File: config.mk
export PLATFORM = sky130hd
export DESIGN_NAME = column_reduce_flat
export DESIGN_NICKNAME = d
export VERILOG_FILES = /design/src/rtl/column_reduce_if.sv /design/src/rtl/column_reduce.sv /design/src/flat_wrapper.sv
export SDC_FILE = /design/constraint.sdc
export NUM_CORES = 1
export LEC_CHECK = 0
export BUFFER_PORTS_ARGS = -buffer_cell sky130_fd_sc_hd__buf_2
export CORE_MARGIN = 5
export CORE_UTILIZATION = 54
export DETAILED_ROUTE_END_ITERATION = 10
export HOLD_SLACK_MARGIN = 0.05
export PLACE_DENSITY = 0.75
export SYNTH_ARGS = -nofsm -noshare
export SYNTH_HDL_FRONTEND = slang
export SYNTH_SLANG_ARGS = --single-unit
File: constraint.sdc
create_clock -name clk -period 4.6 [get_ports clk]
set_input_delay 0.69 -clock clk [delete_from_list [all_inputs] [get_ports clk]]
set_output_delay 0.69 -clock clk [all_outputs]
set_load 0.005 [all_outputs]
File: src/rtl/column_reduce_if.sv
// Element-in / result-out bus for column_reduce: upstream ALU stream plus host result port.
interface column_reduce_if #(
    parameter int unsigned DATA_W = 16,
    parameter int unsigned ACC_W  = 2 * DATA_W,
    parameter int unsigned CNT_W  = 16
);
    logic                     in_valid;
    logic                     in_ready;
    logic signed [DATA_W-1:0] in_data;
    logic                     in_last;
    logic [1:0]               op;
    logic                     out_valid;
    logic                     out_ready;
    logic signed [ACC_W-1:0]  out_result;
    logic [CNT_W-1:0]         out_count;
    logic                     overflow;

    modport master (
        output in_valid, in_data, in_last, op, out_ready,
        input  in_ready, out_valid, out_result, out_count, overflow
    );

    modport slave (
        input  in_valid, in_data, in_last, op, out_ready,
        output in_ready, out_valid, out_result, out_count, overflow
    );
endinterface

File: src/rtl/column_reduce.sv
// Reduces one frame of signed elements to a scalar (SUM/MIN/MAX/COUNT).
// COLUMN_REDUCE_SAT_EN: SUM clamps to the ACC_W range instead of wrapping.
module column_reduce #(
    parameter int unsigned DATA_W = 16,
    parameter int unsigned ACC_W  = 2 * DATA_W,
    parameter int unsigned CNT_W  = 16
) (
    input logic            clk,
    input logic            reset_n,
    column_reduce_if.slave bus
);
    localparam int unsigned SUM_W = ACC_W + 1;

    localparam logic [1:0] S_IDLE  = 2'd0;
    localparam logic [1:0] S_ACCUM = 2'd1;
    localparam logic [1:0] S_HOLD  = 2'd2;

    localparam logic [1:0] OP_SUM = 2'd0;
    localparam logic [1:0] OP_MIN = 2'd1;
    localparam logic [1:0] OP_MAX = 2'd2;

    localparam logic [CNT_W-1:0]        CNT_ONES = {CNT_W{1'b1}};
    localparam logic signed [ACC_W-1:0] ACC_MAX  = {1'b0, {(ACC_W-1){1'b1}}};
    localparam logic signed [ACC_W-1:0] ACC_MIN  = {1'b1, {(ACC_W-1){1'b0}}};

    logic [1:0]              state, state_nx;
    logic [1:0]              op_q, op_nx;
    logic signed [ACC_W-1:0] acc, acc_nx;
    logic [CNT_W-1:0]        count, cnt_nx, cnt_sat;
    logic                    ovf, ovf_nx;
    logic                    ready_q, valid_q;
    logic                    beat;
    logic signed [DATA_W-1:0] din;
    logic signed [ACC_W-1:0] din_ext;
    logic signed [SUM_W-1:0] sum_ext;
    logic                    sum_wrap;

    assign din      = bus.in_data;
    assign din_ext  = ACC_W'(din);
    assign beat     = bus.in_valid & ready_q;
    assign sum_ext  = SUM_W'(acc) + SUM_W'(din_ext);
    assign sum_wrap = sum_ext[ACC_W] != sum_ext[ACC_W-1];
    assign cnt_sat  = (count == CNT_ONES) ? count : count + CNT_W'(1);

    // State and datapath registers; all outputs come straight from here.
    always_ff @(posedge clk or negedge reset_n) begin
        if (!reset_n) begin
            state   <= S_IDLE;
            op_q    <= OP_SUM;
            acc     <= '0;
            count   <= '0;
            ovf     <= 1'b0;
            ready_q <= 1'b0;
            valid_q <= 1'b0;
        end else begin
            state   <= state_nx;
            op_q    <= op_nx;
            acc     <= acc_nx;
            count   <= cnt_nx;
            ovf     <= ovf_nx;
            ready_q <= (state_nx != S_HOLD);
            valid_q <= (state_nx == S_HOLD);
        end
    end

    // Next state and accumulator update.
    always_comb begin
        state_nx = state;
        op_nx    = op_q;
        acc_nx   = acc;
        cnt_nx   = count;
        ovf_nx   = ovf;
        case (state)
            S_IDLE: begin
                if (beat) begin
                    op_nx    = bus.op;
                    acc_nx   = (bus.op == 2'd3) ? ACC_W'(1) : din_ext;
                    cnt_nx   = CNT_W'(1);
                    ovf_nx   = (CNT_ONES == CNT_W'(1));
                    state_nx = bus.in_last ? S_HOLD : S_ACCUM;
                end
            end
            S_ACCUM: begin
                if (beat) begin
                    cnt_nx = cnt_sat;
                    ovf_nx = ovf | (cnt_sat == CNT_ONES);
                    case (op_q)
                        OP_SUM: begin
                            acc_nx = sum_ext[ACC_W-1:0];
                            if (sum_wrap) begin
                                ovf_nx = 1'b1;
`ifdef COLUMN_REDUCE_SAT_EN
                                acc_nx = sum_ext[ACC_W] ? ACC_MIN : ACC_MAX;
`endif
                            end
                        end
                        OP_MIN:  acc_nx = (din_ext < acc) ? din_ext : acc;
                        OP_MAX:  acc_nx = (din_ext > acc) ? din_ext : acc;
                        default: acc_nx = ACC_W'(cnt_sat);
                    endcase
                    if (bus.in_last) state_nx = S_HOLD;
                end
            end
            S_HOLD: begin
                if (bus.out_ready) state_nx = S_IDLE;
            end
            default: state_nx = S_IDLE;
        endcase
    end

    assign bus.in_ready   = ready_q;
    assign bus.out_valid  = valid_q;
    assign bus.out_result = acc;
    assign bus.out_count  = count;
    assign bus.overflow   = ovf;
endmodule

File: src/flat_wrapper.sv
// flat-port wrapper written by rule: the top's interface ports become plain ports
module column_reduce_flat 
#(
    parameter int unsigned DATA_W = 16,
    parameter int unsigned ACC_W  = 2 * DATA_W,
    parameter int unsigned CNT_W  = 16
)
  (clk, reset_n, bus_in_valid, bus_in_data, bus_in_last, bus_op, bus_out_ready, bus_in_ready, bus_out_valid, bus_out_result, bus_out_count, bus_overflow);
  column_reduce_if #(.DATA_W(DATA_W), .ACC_W(ACC_W), .CNT_W(CNT_W)) bus_i ();
  input logic clk;
  input logic reset_n;
  input wire logic [$bits(bus_i.in_valid)-1:0] bus_in_valid;
  input wire logic [$bits(bus_i.in_data)-1:0] bus_in_data;
  input wire logic [$bits(bus_i.in_last)-1:0] bus_in_last;
  input wire logic [$bits(bus_i.op)-1:0] bus_op;
  input wire logic [$bits(bus_i.out_ready)-1:0] bus_out_ready;
  output wire logic [$bits(bus_i.in_ready)-1:0] bus_in_ready;
  output wire logic [$bits(bus_i.out_valid)-1:0] bus_out_valid;
  output wire logic [$bits(bus_i.out_result)-1:0] bus_out_result;
  output wire logic [$bits(bus_i.out_count)-1:0] bus_out_count;
  output wire logic [$bits(bus_i.overflow)-1:0] bus_overflow;
  assign bus_i.in_valid = bus_in_valid;
  assign bus_i.in_data = bus_in_data;
  assign bus_i.in_last = bus_in_last;
  assign bus_i.op = bus_op;
  assign bus_i.out_ready = bus_out_ready;
  assign bus_in_ready = bus_i.in_ready;
  assign bus_out_valid = bus_i.out_valid;
  assign bus_out_result = bus_i.out_result;
  assign bus_out_count = bus_i.out_count;
  assign bus_overflow = bus_i.overflow;
  column_reduce #(.DATA_W(DATA_W), .ACC_W(ACC_W), .CNT_W(CNT_W)) u_core (.clk(clk), .reset_n(reset_n), .bus(bus_i));
endmodule
# Word-level counts from Yosys, hierarchy flattened
# Index checks and enable logic that the tools add are counted.
# W data, S select, Z words.
[totals]
register_bits = 55
inputBits = 23
out_inout_bits = 51
elab_cells = 55
[classes]
addsub = 2
order_cmp = 2
n_eq_ne = 14
muxes = 22
bitwise = 2
reduce_logical = 6
[op_table]
columns = ["cell", "count"]
rows = [
  ["$mux W32", 5],
  ["$pmux W32 S3", 1],
  ["$pmux W32 S2", 1],
  ["$mux W16", 3],
  ["$add A32 B16 Y33", 1],
  ["$eq A16 B16 Y1 const B", 2],
  ["$gt A16 B32 Y1", 1],
  ["$lt A16 B32 Y1", 1],
  ["$pmux W16 S2", 1],
  ["$add A16 B1 Y16 const B", 1],
  ["$mux W2", 5],
  ["$eq A2 B2 Y1 const B", 4],
  ["$ne A3 B2 Y1 const B", 2],
  ["$pmux W2 S3", 1],
  ["$reduce_and A5 Y1", 1],
  ["$eq A2 B1 Y1 const B", 2],
  ["$logic_not A2 Y1", 2],
  ["$mux W1", 4],
  ["$ne A2 B1 Y1 const B", 2],
  ["$reduce_and A3 Y1", 1],
  ["$ne A2 B2 Y1 const B", 1],
  ["$pmux W1 S2", 1],
  ["$reduce_and A2 Y1", 1],
  ["$reduce_bool A2 Y1", 1],
  ["other kinds (3)", 3],
]

# Longest topological paths before layout
# Gate-level depths: netlist of run 1.
[logic_depth]
ltp_word = 8
depth_mapped = 14
ltp_nobuf = 11

# Worst setup path after synthesis of run 1
# Ideal clock, no wire load.
[synth_timing]
kind = "input port to flip-flop"
startpoint = "input bus_in_data[15]"
endpoint = "register u_core.acc[25] (netlist: u_core.bus.out_result[25])"
setup_ps = 125
t_arrival_ps = 3271
required_ps = 4475
slack_ps = 1205
stages = 13
n_path_buf = 3
path_cell_list = "ha_1 -> clkbuf_1 -> and4_1 -> nand2b_1 -> nor4_1 -> o41ai_1 -> nand2_1 -> mux2i_1 -> mux2i_1 -> a21o_1 -> clkbuf_1 -> buf_2 -> mux2_2"
[synth_between]
elab_chain_len = 4
word_cells_on_any_way = 13
cone_classes = "add/sub: 1; order compare: 2; eq/ne: 2; mux: 7; reduce/logical: 1"
[synth_rtl]
columns = ["item", "line_no", "rtl"]
rows = [
  ["start, declared", "flat_wrapper.sv:13", "input wire logic [$bits(bus_i.in_data)-1:0] bus_in_data;"],
  ["$add A32 B16 Y33 (tied with other cells)", "column_reduce.sv:41", "assign sum_ext = SUM_W'(acc) + SUM_W'(din_ext);"],
  ["$pmux W32 S3", "column_reduce.sv:87", "case (op_q)"],
  ["$mux W32", "column_reduce.sv:84", "if (beat) begin"],
  ["$pmux W32 S2", "column_reduce.sv:73", "case (state)"],
  ["end signal, assigned", "column_reduce.sv:58", "acc <= acc_nx;"],
  ["end, declared", "column_reduce.sv:28", "logic signed [ACC_W-1:0] acc, acc_nx;"],
]
# Several ways; a longest one is shown, not always the timed one. The select of a mux whose other input is x is not followed.
# A chain may end at the register's enable or synchronous reset.

# Final worst setup path of run 1
[layout_timing]
startpoint = "input bus_in_data[15]"
endpoint = "register u_core.acc[28] (netlist: u_core.bus.out_result[28])"
# Same word-level chain as after synthesis.

==> results of run 1 <==
layout make-up:
| type | count | area (µm²) | share of cell area [%] |
|---|---|---|---|
| Clock inverter | 3 | 47.5 | 0.758 |
| Timing Repair Buffer | 77 | 395 | 6.31 |
| Inverter | 68 | 255 | 4.07 |
| Multi-Input combinational cell | 553 | 3960 | 63.1 |
| Clock buffer | 5 | 68.8 | 1.10 |
| Sequential cell | 55 | 1380 | 22.0 |
| Tap cell | 136 | 170 | 2.71 |
cell usage in the layout, fill, tap and decap left out, types with 19 or more instances in the layout:
| master | synthesis | routed |
|---|---|---|
| ha_1 | 69 | 69 |
| mux2i_1 | 19 | 19 |
| xnor2_1 | 24 | 24 |
| nand2_1 | 40 | 40 |
| inv_1 | 68 | 68 |
| buf_2 | 6 | 73 |
| o21ai_0 | 43 | 43 |
| a21oi_1 | 59 | 59 |
| dfrtp_1 | 55 | 55 |
| nor2_1 | 51 | 51 |
| nor3_1 | 20 | 20 |
worst reg2reg max path: cells and delay by family, from the launching register on:
family / cells / cell delay (ps)
compound gates: 5 / 1380
fa+ha+maj: 2 / 660
mux: 1 / 100
simple gates: 3 / 820
flops: 1 / 440
flip-flops by register name (all words and copies together), names as in the netlist:
register               flops
u_core.bus.in_ready        1
u_core.bus.out_count      16
u_core.bus.out_result     32
u_core.bus.out_valid       1
u_core.bus.overflow        1
u_core.op_q                2
u_core.state               2
metal layers:
layer  global-route usage, %  vias to the layer above  share of wire [%]
met3                    4.81                       31                6.5
met4                    6.81                        2                2.2
met2                    41.7                      207                 47
met1                    32.7                     2625                 44
met5                       0                        -              0.082
li1                        -                     2667                  -
how the worst min path moves through the flow:
| stage | from | slack (ps) | endpoint | cells past startpoint |
|---|---|---|---|---|
| after global routing | reset_n | 560 | u_core.bus.out_count[13] | 2 |
| after floorplan | reset_n | 390 | u_core.bus.in_ready | 0 |
| final | reset_n | 460 | u_core.bus.out_result[4] | 2 |
| after detailed placement | u_core.state[1] | 510 | u_core.state[0] | 1 |
| after CTS | reset_n | 520 | u_core.bus.out_result[24] | 2 |
| after global placement | u_core.state[1] | 500 | u_core.state[0] | 1 |
through the flow:
step | hold WS (ps) | instance area, µm²
2_1_floorplan | 394 | 5740
3_3_place_gp | 501 | 6150
3_5_place_dp | 512 | 6150
4_1_cts | 517 | 6270
5_1_grt | 558 | 6270
6_report | 459 | 6270
cell families (layout without fill, tap and decap cells):
logic type / after synthesis / in the layout / share of synthesized area (%)
DFF: 55 / 55 / 24.0
AOI/OAI and AO/OA: 207 / 207 / 23.4
xor gates and xnor gates: 32 / 32 / 4.88
adders and majority gates: 70 / 70 / 15.4
and+or+nand+nor: 206 / 206 / 18.2
buffers and inverters: 105 / 153 / 7.13
muxes: 38 / 38 / 7.04
report_power, final:
group / total [mW] / switching, mW / internal [mW]
logic: 2.42 / 1.41 / 1.01
clock network: 0.353 / 0.187 / 0.166
registers: 0.809 / 0.167 / 0.642
total: 3.58 / 1.77 / 1.81
==> results.txt, run 1 <==
The run finished with clean final reports. Yosys printed 0 warnings. The run gives 42.1% as the worst max-slew margin expressed relative to the limit. For this design the static power due to leakage is 2.97 nW.

In this run the number of H-tree levels came out at 2. The max-slew violation count came out at 0. In the synthesized netlist the async set-or-reset flop fraction comes to 100%. The via count of the first global-routing pass was 5357. Setup repair after global routing left no endpoint under its margin. Walking the worst path, the cells encountered are buf_2, ha_1, nand4_1, nor3_1, a21boi_0, o41ai_1, nand2_1, mux2i_1, mux2i_1, a21o_1, buf_4, mux2_2. The logs give 0.201 mV for the maximum ir drop on the vdd rail and 473 for the DRC marker count from the first detailed-route iteration. After global routing the overflow that remains totals 0.

Port buffering added 73 buffers. The HPWL reported at the end of detailed placement came out at 12.3 mm. The height of the die was 113 µm. Count of final hold-check violations: 0. The reg-to-reg critical path endpoint is u_core.bus.out_result[30].

The accumulated negative setup slack is 0 ps. The worst-path cell with the longest stage delay was buf_2. STA classifies the critical path endpoint as a flop. The setup-violating endpoint count in the final report is 0. The least setup slack across all paths after layout was 613 ps. TritonCTS built the clock tree. Clock-pin slew was measured on the worst setup and hold paths at 100 ps. Pin placement for this block handled 74 I/O pins.

In this design, the stage delay of the slowest critical-path cell is 580 ps. The area growth from synthesis to layout is 9.20%. The net count of the finished layout was 853. The total placed cells including tap cells came out at 889. Average cell area after synthesis: 8.05 µm². Global routing used 24.8% of the available tracks.

The critical-path maximum fanout was 37; the number of nets in the synthesized netlist was 806. Data on the critical path is required at its endpoint by 4820 ps. In this run the number of cells on the critical path is 12.

Buffers inserted during clock tree synthesis total 5. The largest total area in the synthesized netlist belongs to dfrtp_1. After synthesis, the netlist uses 63 different library cells. For this run, the share of the core covered by cells in the final layout is 60.4%.

The portion of the clock cycle consumed by the worst path in the final layout works out to 86.7%. The layout has 942 filler cells. Buffers inserted to repair hold after CTS numbered 0. For the clock sink count, the log shows 55.

The kind of launch point of the worst setup path was an input pin. Ranked by total cell area, the synthesized netlist is headed by dfrtp_1, ha_1, a21oi_1. Clock latency at the later pin of the worst-skew pair: 340 ps. For the full die area, the log shows 12800 µm². At the pin with the least slew margin, the transition time is 867 ps. For this run, the detailed router's first-pass iteration total came to 6. The total wire length after detailed routing is 15.9 mm, and the routed length per instance is 17.7 µm. At the end of routability-driven placement, the weighted congestion stood at 1.01. The tools report the portion of the post-synthesis area used by sequential elements as 24.0%. Measured in cells, the most critical reg-to-reg path has a length of 11.

The maximum clock frequency is 0.251 GHz, and the total power per unit cell area is 571 nW/µm². Data on the critical path arrives at its endpoint at 4210 ps. Endpoint of the most critical setup path: u_core.bus.out_result[28].

In this run the standard cell core region covers 10400 µm². The number of setup buffers added after CTS is 0. The most critical setup path has its startpoint at bus_in_data[15]. For the finished layout, the period the worst path requires is 3990 ps.

For the count of max-cap constraint violations, the log shows 0. Residual DRC count: 0. The x dimension of the die works out to 113 µm. The classification of the worst-slack hold path is input pin to asynchronous set/reset pin. The post-route netlist has 14.5% of its cells at a drive strength greater than 1. The post-cts gate resize count was 0; the post-placement worst setup slack was 377 ps. The run gives 5532 as the via total after detailed routing. In this run the clock root is driven by a clkbuf_8. In the synthesized netlist, the number of instances is 713. Cell class contributing the biggest share of worst-path delay: multiplexers. Yosys mapped a number of flops with a built-in enable equal to 0. Category of the critical setup timing path: input pin to flop. The longest clock path from root to sink contains 2 buffers. The number of antenna violations at the first check in global routing was 1. The top cell type by area accounts for 24.0% of the synthesized area.

The count of nets left with antenna violations once routing finished came out at 0. The most used flip-flop cell after synthesis is dfrtp_1. The finished layout holds 897 standard cells, fillers aside.

The cell area that synthesis handed to floorplanning was 5740 µm². By instance count, the cell type seen most on the critical path is mux2i_1. Detail-routed via count per cell: 6.17. 0 antenna diodes ended up in the layout.

The logs give 1070 ps for the worst-case register-to-register setup slack and 37 for the number of core rows. The run gives 26.3 mm as the global-route wire length before repair. For the final database, setup skew stands at 15.0 ps.

Summing internal, switching and leakage power gives 3.58 mW. The number of flip-flops and latches in the synthesized netlist works out to 55. Entering global routing, the biggest net connects 56 pins. Ranked by instance count, the synthesized netlist is headed by ha_1, inv_1, a21oi_1.

In this run the critical register-to-register path is launched from u_core.bus.out_result[0]. The initial core utilization is 55.4%. The cell with the most instances after synthesis is ha_1. The number of buffers and inverters on the critical path is 2.
Power figures use the tool's default switching activity.
==> run 2: changes to the inputs <==
--- a/config.mk
+++ b/config.mk
@@ -5,7 +5,7 @@
 export SDC_FILE = /design/constraint.sdc
 export NUM_CORES = 1
 export LEC_CHECK = 0
-export BUFFER_PORTS_ARGS = -buffer_cell sky130_fd_sc_hd__buf_2
+export BUFFER_PORTS_ARGS = -buffer_cell sky130_fd_sc_hd__buf_4
 export CORE_MARGIN = 5
 export CORE_UTILIZATION = 54
 export DETAILED_ROUTE_END_ITERATION = 10
==> run 2 against run 1 <==
Final area grew 3.2%. Combinational power grew 4%. Clock power grew 12%. Non-clock buffer count is the same. Critical path type unchanged. Critical endpoint is now u_core.bus.out_result[29]. Largest cell class unchanged. Largest power group unchanged.
==> results.txt, run 2 (synthesis gave the netlist of run 1 again) <==
In the final timing run, aggregate negative setup slack is 0 ps. The detailed router placed 5600 vias in this run. STA classifies the critical path startpoint as an input pin. The logs give 62.4% for the share of the core filled with cells and 12800 µm² for the full die area.

The logs give 12.6 mm for the HPWL reported at the end of detailed placement and 2 for the CTS H-tree depth. The classification of the worst-slack hold path is input pin to asynchronous set/reset pin. At the worst endpoint, the arrival time is 3890 ps. In the layout the commonest cells are buf_4, ha_1, inv_1. The floorplan has 37 rows. Total power for the finished layout comes to 3.74 mW.

At the pin with the least slew margin, the transition time is 842 ps. The tools report the initial core utilization as 55.4%. Once detail routing completed, the nets flagged for antenna violations numbered 0. The run gives 0 as the post-cts gate resize count.

The count of final hold-check violations was 0. The portion of the clock cycle consumed by the worst path in the final layout works out to 79.9%. The number of clock buffers inserted by TritonCTS is 5. After detailed routing, the number of vias per cell comes to 6.24.

TritonCTS built the clock tree. The longest clock path from root to sink contains 2 buffers. The run finished with clean final reports. In the final layout, the share of cells above drive strength 1 is 14.3%.

The critical-path maximum fanout is 37, and the clock input transition at the sequential cells of the worst setup and hold paths is 120 ps. Total wire length after detailed routing: 16.5 mm. The final critical path time including I/O delays and setup was 3680 ps; the number of antenna violations at the first check in global routing was 0. The run gives 6330 µm² as the post-detailed-placement cell area. The tools report the maximum ir drop on the vdd rail as 0.233 mV. The leakage power total is 3.02 nW, and the total power per unit cell area is 578 nW/µm². The later pin in the worst-skew pair is clocked with a latency of 330 ps. The run gives 6470 µm² as the final design instance area without fill. The net count of the finished layout came out at 853.

The congestion estimate from routability-driven global placement came to 0.982. The via count of the first global-routing pass was 5517; the count of inserted antenna diode cells was 0. Headroom to the max-slew limit came out at 43.7%. For this design, the sink count on the clock tree is 55.

The worst setup skew after layout was 18.3 ps. In this run the count of I/O pins placed on the die edge is 74. The first global-routing pass estimated 27.2 mm of wire.

Dividing the detail-routed wire length by the instance count gives 18.4 µm. For this run, the top clock speed supported by timing is 0.272 GHz. The setup-violating endpoint count in the final report is 0, and the area of the core is 10400 µm².

The tool flagged a number of max-cap violations equal to 0. The DRC marker count from the first detailed-route iteration was 393. STA classifies the critical path endpoint as a flop. By startpoint and endpoint, the worst setup path is classified as input pin to flop. Entering global routing, the biggest net connects 56 pins.

Setup repair after global routing left no endpoint under its margin. After global routing the overflow that remains totals 0. Compared with the post-synthesis result, the final layout area differs by 12.7%. The cell sitting at the root of the clock tree is a clkbuf_8.

Across every metal layer, demand over resource in global routing totals 25.6%. The number of iterations in the first detailed-routing pass was 9. The height of the die was 113 µm; the required time of the worst setup path was 4810 ps. Leaving out fill and tap cells, the most frequent cell in the layout is buf_4.

For the number of buffers inserted for hold repair after clock tree synthesis, the log shows 0. In the routed design, unresolved DRC markers number 0. The number of setup buffers added after CTS is 0. For the max-slew violation count, the log shows 0. Buffers placed on the I/O ports in this run total 73. The number of flip-flops in the largest register was 32; the x dimension of the die was 113 µm.
run 2: area by class of cell:
class	instances	area, µm²
Inverter	68	255
Sequential cell	55	1380
Clock buffer	6	72.6
Multi-Input combinational cell	553	3960
Tap cell	136	170
Timing Repair Buffer	77	578
Fill cell	968	3900
Clock inverter	2	60.1
run 2: per-layer routing:
layer  GRT usage, %  up-vias  wire (µm)  part of all wire, %
met4           8.49        0        490                  3.0
met2           42.7      222       7680                   47
met1           33.2     2675       7090                   43
li1               -     2660          -                    -
met3           5.24       43       1240                  7.5
met5              0        -          0                    0
run 2: report_power, final:
group          internal, mW  total (mW)  switching [mW]
registers             0.642       0.824           0.182
logic                  1.09        2.52            1.43
clock network         0.218       0.396           0.178
run 2: final timing paths:
kind / to / cells after the start / startpoint / slack, ps
min: u_core.bus.out_result[25] / 1 / reset_n / 420
max in group asynchronous: u_core.bus.out_result[12] / 1 / reset_n / 3670
max reg2reg: u_core.bus.out_result[26] / 11 / u_core.bus.out_result[0] / 1080
max: u_core.bus.out_result[29] / 12 / bus_in_data[15] / 920
min reg2reg: u_core.state[0] / 1 / u_core.state[1] / 540
min in group clk: u_core.state[0] / 1 / u_core.state[1] / 540
run 2: through the flow:
step	hold slack (ps)	instances	setup slack [ps]
after detailed placement	516	889	632
after global routing	486	897	690
final	421	897	923
after floorplan	394	713	1200
after CTS	445	897	965
after global placement	505	889	789
run 2: critical path, stage by stage:
cell	delay (ps)
buf_4	250
ha_1	530
nand4_1	240
nor3_1	290
a21boi_0	210
o41ai_1	110
nand2_1	100
mux2i_1	220
mux2i_1	340
a21o_1	190
buf_4	300
mux2_2	370
==> run 3: changes to the inputs <==
==> constraint.sdc (replaced) <==
create_clock -name clk -period 3.5 [get_ports clk]
set_input_delay 0.525 -clock clk [delete_from_list [all_inputs] [get_ports clk]]
set_output_delay 0.525 -clock clk [all_outputs]
set_load 0.005 [all_outputs]
==> run 3 against run 2 <==
Register-to-register slack got worse by 890 ps. Flip-flop and latch count unchanged. Final area grew 6.7%. Routed wire length is 11% higher. Sequential power is 32% higher. First-iteration DRC count up 4.8%. Clock power grew 3%. Non-clock buffer count is 59 higher.
==> results.txt, run 3 (synthesis gave the netlist of run 1 again) <==
The run finished with clean final reports. The classification of the worst-slack hold path was input pin to asynchronous set/reset pin. The filler cells instantiated in the layout total 937. Residual DRC count: 0. The max-slew violation count came out at 0. In this run the power spent charging and discharging nets is 2.53 mW. After detailed routing, the number of vias per cell comes to 6.07. TritonCTS built the clock tree. Summing over every cut layer, the via total after detailed routing is 5800.

The number of buffers inserted by port buffering was 73. The number of antenna violations at the first check in global routing came out at 0. The total wire length after detailed routing came out at 18.3 mm. The worst hold margin came out at 263 ps. The floorplan step set the die height to 113 µm. Clock-pin slew was measured on the worst setup and hold paths at 110 ps.

The endpoint of the most critical setup path was u_core.bus.out_result[15]. STA puts the critical path data arrival time at 3530 ps. The internal power of the cells totals 2.74 mW. After floorplanning, the core was divided into 37 placement rows. The maximum clock frequency was 0.302 GHz; the net count of the finished layout was 912. The count of nets left with antenna violations once routing finished came out at 0.

The clock network is responsible for 7.7% of the overall power. The total power per unit cell area is 763 nW/µm². Kind of launch point of the worst setup path: a flop. The share of the core filled with cells came out at 66.6%. The total placed cells including tap cells was 948.

Number of buffers inserted by post-CTS setup repair: 0. Counting along the longest clock path gives a buffer depth of 2. Number of primary I/O pins: 74. The final critical path time including I/O delays and setup is 3310 ps, and the worst setup skew after layout is 4.36 ps. CTS built an H-tree with a depth of 2.

Category of the critical setup timing path: flop to flop. Routability-driven placement finished with a final weighted congestion of 1.03. In this run the register-to-register setup slack is 190 ps. The first global-routing pass estimated 29.9 mm of wire.

Master cell of the clock root buffer: clkbuf_8. The multi-input logic area was 3970 µm²; the critical-path maximum fanout was 6. Walking the worst path, the cells encountered are inv_1, ha_1, or3_1, or4_1, a21oi_4, nor2_2, o31ai_4, xnor2_1, a221o_1, a22o_1, mux2_2. Entering global routing, the biggest net connects 56 pins. Net switching is 48.0% of the power.

The initial core utilization came out at 55.4%. The number of cells traversed by the worst register-to-register path is 11, and the via count of the first global-routing pass is 5920. Clock sink count: 55.

The layout overhead on the synthesized area was 20.2%. The later pin in the worst-skew pair is clocked with a latency of 320 ps. The number of flip-flops in the largest register works out to 32.

The DRC marker count from the first detailed-route iteration came out at 412. Worst-path cell with the longest stage delay: or4_1. Summed over all cells, the static leakage comes to 3.29 nW. Headroom to the max-slew limit came out at 48.2%. The die is 113 µm wide. Across the VDD grid, the largest voltage drop is 0.289 mV. On the worst path, the slowest cell contributes a delay of 570 ps. The sequential cells in the finished layout cover a total of 1380 µm². The top cell types in the final layout, fill and taps aside, are buf_4, ha_1, inv_1. In the final routed layout, each cell accounts on average for 19.1 µm. Summed over all layers, the global routing overflow is 0.

The full die area came out at 12800 µm². Leading cell type in the layout, fill and taps excluded: buf_4. Counting the buffers created by CTS gives 5. Setup-violating endpoint count in the final report: 0. The worst setup path is captured at a flop.

The relative contribution of sequential cells to total power is 20.8%, and the post-placement worst setup slack is -201 ps. The all-layer global routing usage was 28.7%; the HPWL reported at the end of detailed placement was 14.5 mm. The run gives 0 as the count of inserted antenna diode cells. The run gives 193 ps as the least setup slack across all paths after layout. Combinational logic burns 71.5% of the power.

Adding up every negative setup slack in the final design gives 0 ps. The finished layout holds 956 standard cells, fillers aside. The run gives 3720 ps as the required time of the worst setup path. The worst register-to-register path ends at u_core.bus.out_result[15]. Launch point of the worst path: u_core.bus.out_result[8].

For the pin with the worst max-slew slack, the measured transition is 778 ps. The tools report the number of iterations in the first detailed-routing pass as 7. The count of final hold-check violations is 0, and the proportion of layout cells with a drive suffix above 1 is 20.7%. The core region is 10400 µm².

The tool flagged a number of max-cap violations equal to 0. The final critical path takes up 94.5% of the cycle. The worst register-to-register path begins at u_core.bus.out_result[8].
==> run 3: worst min path at each step <==
stage | slack (ps) | depth (start not counted) | to
after floorplan | 230 | 0 | u_core.bus.in_ready
after global placement | 510 | 1 | u_core.state[0]
after detailed placement | 530 | 1 | u_core.state[0]
after CTS | 290 | 1 | u_core.bus.out_result[26]
after global routing | 320 | 1 | u_core.bus.out_result[26]
final | 260 | 1 | u_core.bus.out_result[30]
==> run 3: layer usage <==
metal,routed length [µm],part of all wire (%),track usage [%]
met1,7770,43,36.8
met2,9110,50,50.8
met3,1060,5.8,4.01
met4,321,1.8,7.21
met5,0,0,0
==> run 3: repair_timing <==
action / CTS / global route
gates resized for setup: 1 / 6
hold buffers: 0 / 0
pin swaps: 0 / 1
setup endpoints to repair: 1 / 27
==> run 3: layout make-up <==
cell class,count,share of cell area [%]
multi-input cells,553,57.5
repair buffers,136,15.0
flip-flops and latches,55,19.9
well taps,136,2.47
inverters,68,3.70
clock inverters,2,0.236
clock buffers,6,1.20
==> run 3: metrics by stage <==
step,total power [mW],area (µm²)
after detailed placement,4.80,6790
after CTS,5.23,6890
after global placement,4.73,6790
after floorplan,3.35,5740
final,5.27,6900
after global routing,5.69,6900
==> run 3: critical path: cells and delay by family (launching register included) <==
family | cells | cell delay, ps
AND/OR/NAND/NOR | 3 | 1060
AO/OA/AOI/OAI | 4 | 920
flip-flops | 1 | 420
adder cells (fa/ha/maj) | 1 | 360
multiplexers | 1 | 250
XOR/XNOR | 1 | 110
buffers and inverters | 1 | 80
==> run 3: power by group through the flow <==
stage | clock [mW] | sequential, mW | combinational, mW
floorplan | 0 | 1.05 | 2.30
global placement | 0 | 1.09 | 3.64
CTS | 0.416 | 1.09 | 3.72
finish | 0.407 | 1.09 | 3.77
detailed placement | 0 | 1.10 | 3.69
global route | 0.443 | 1.13 | 4.12
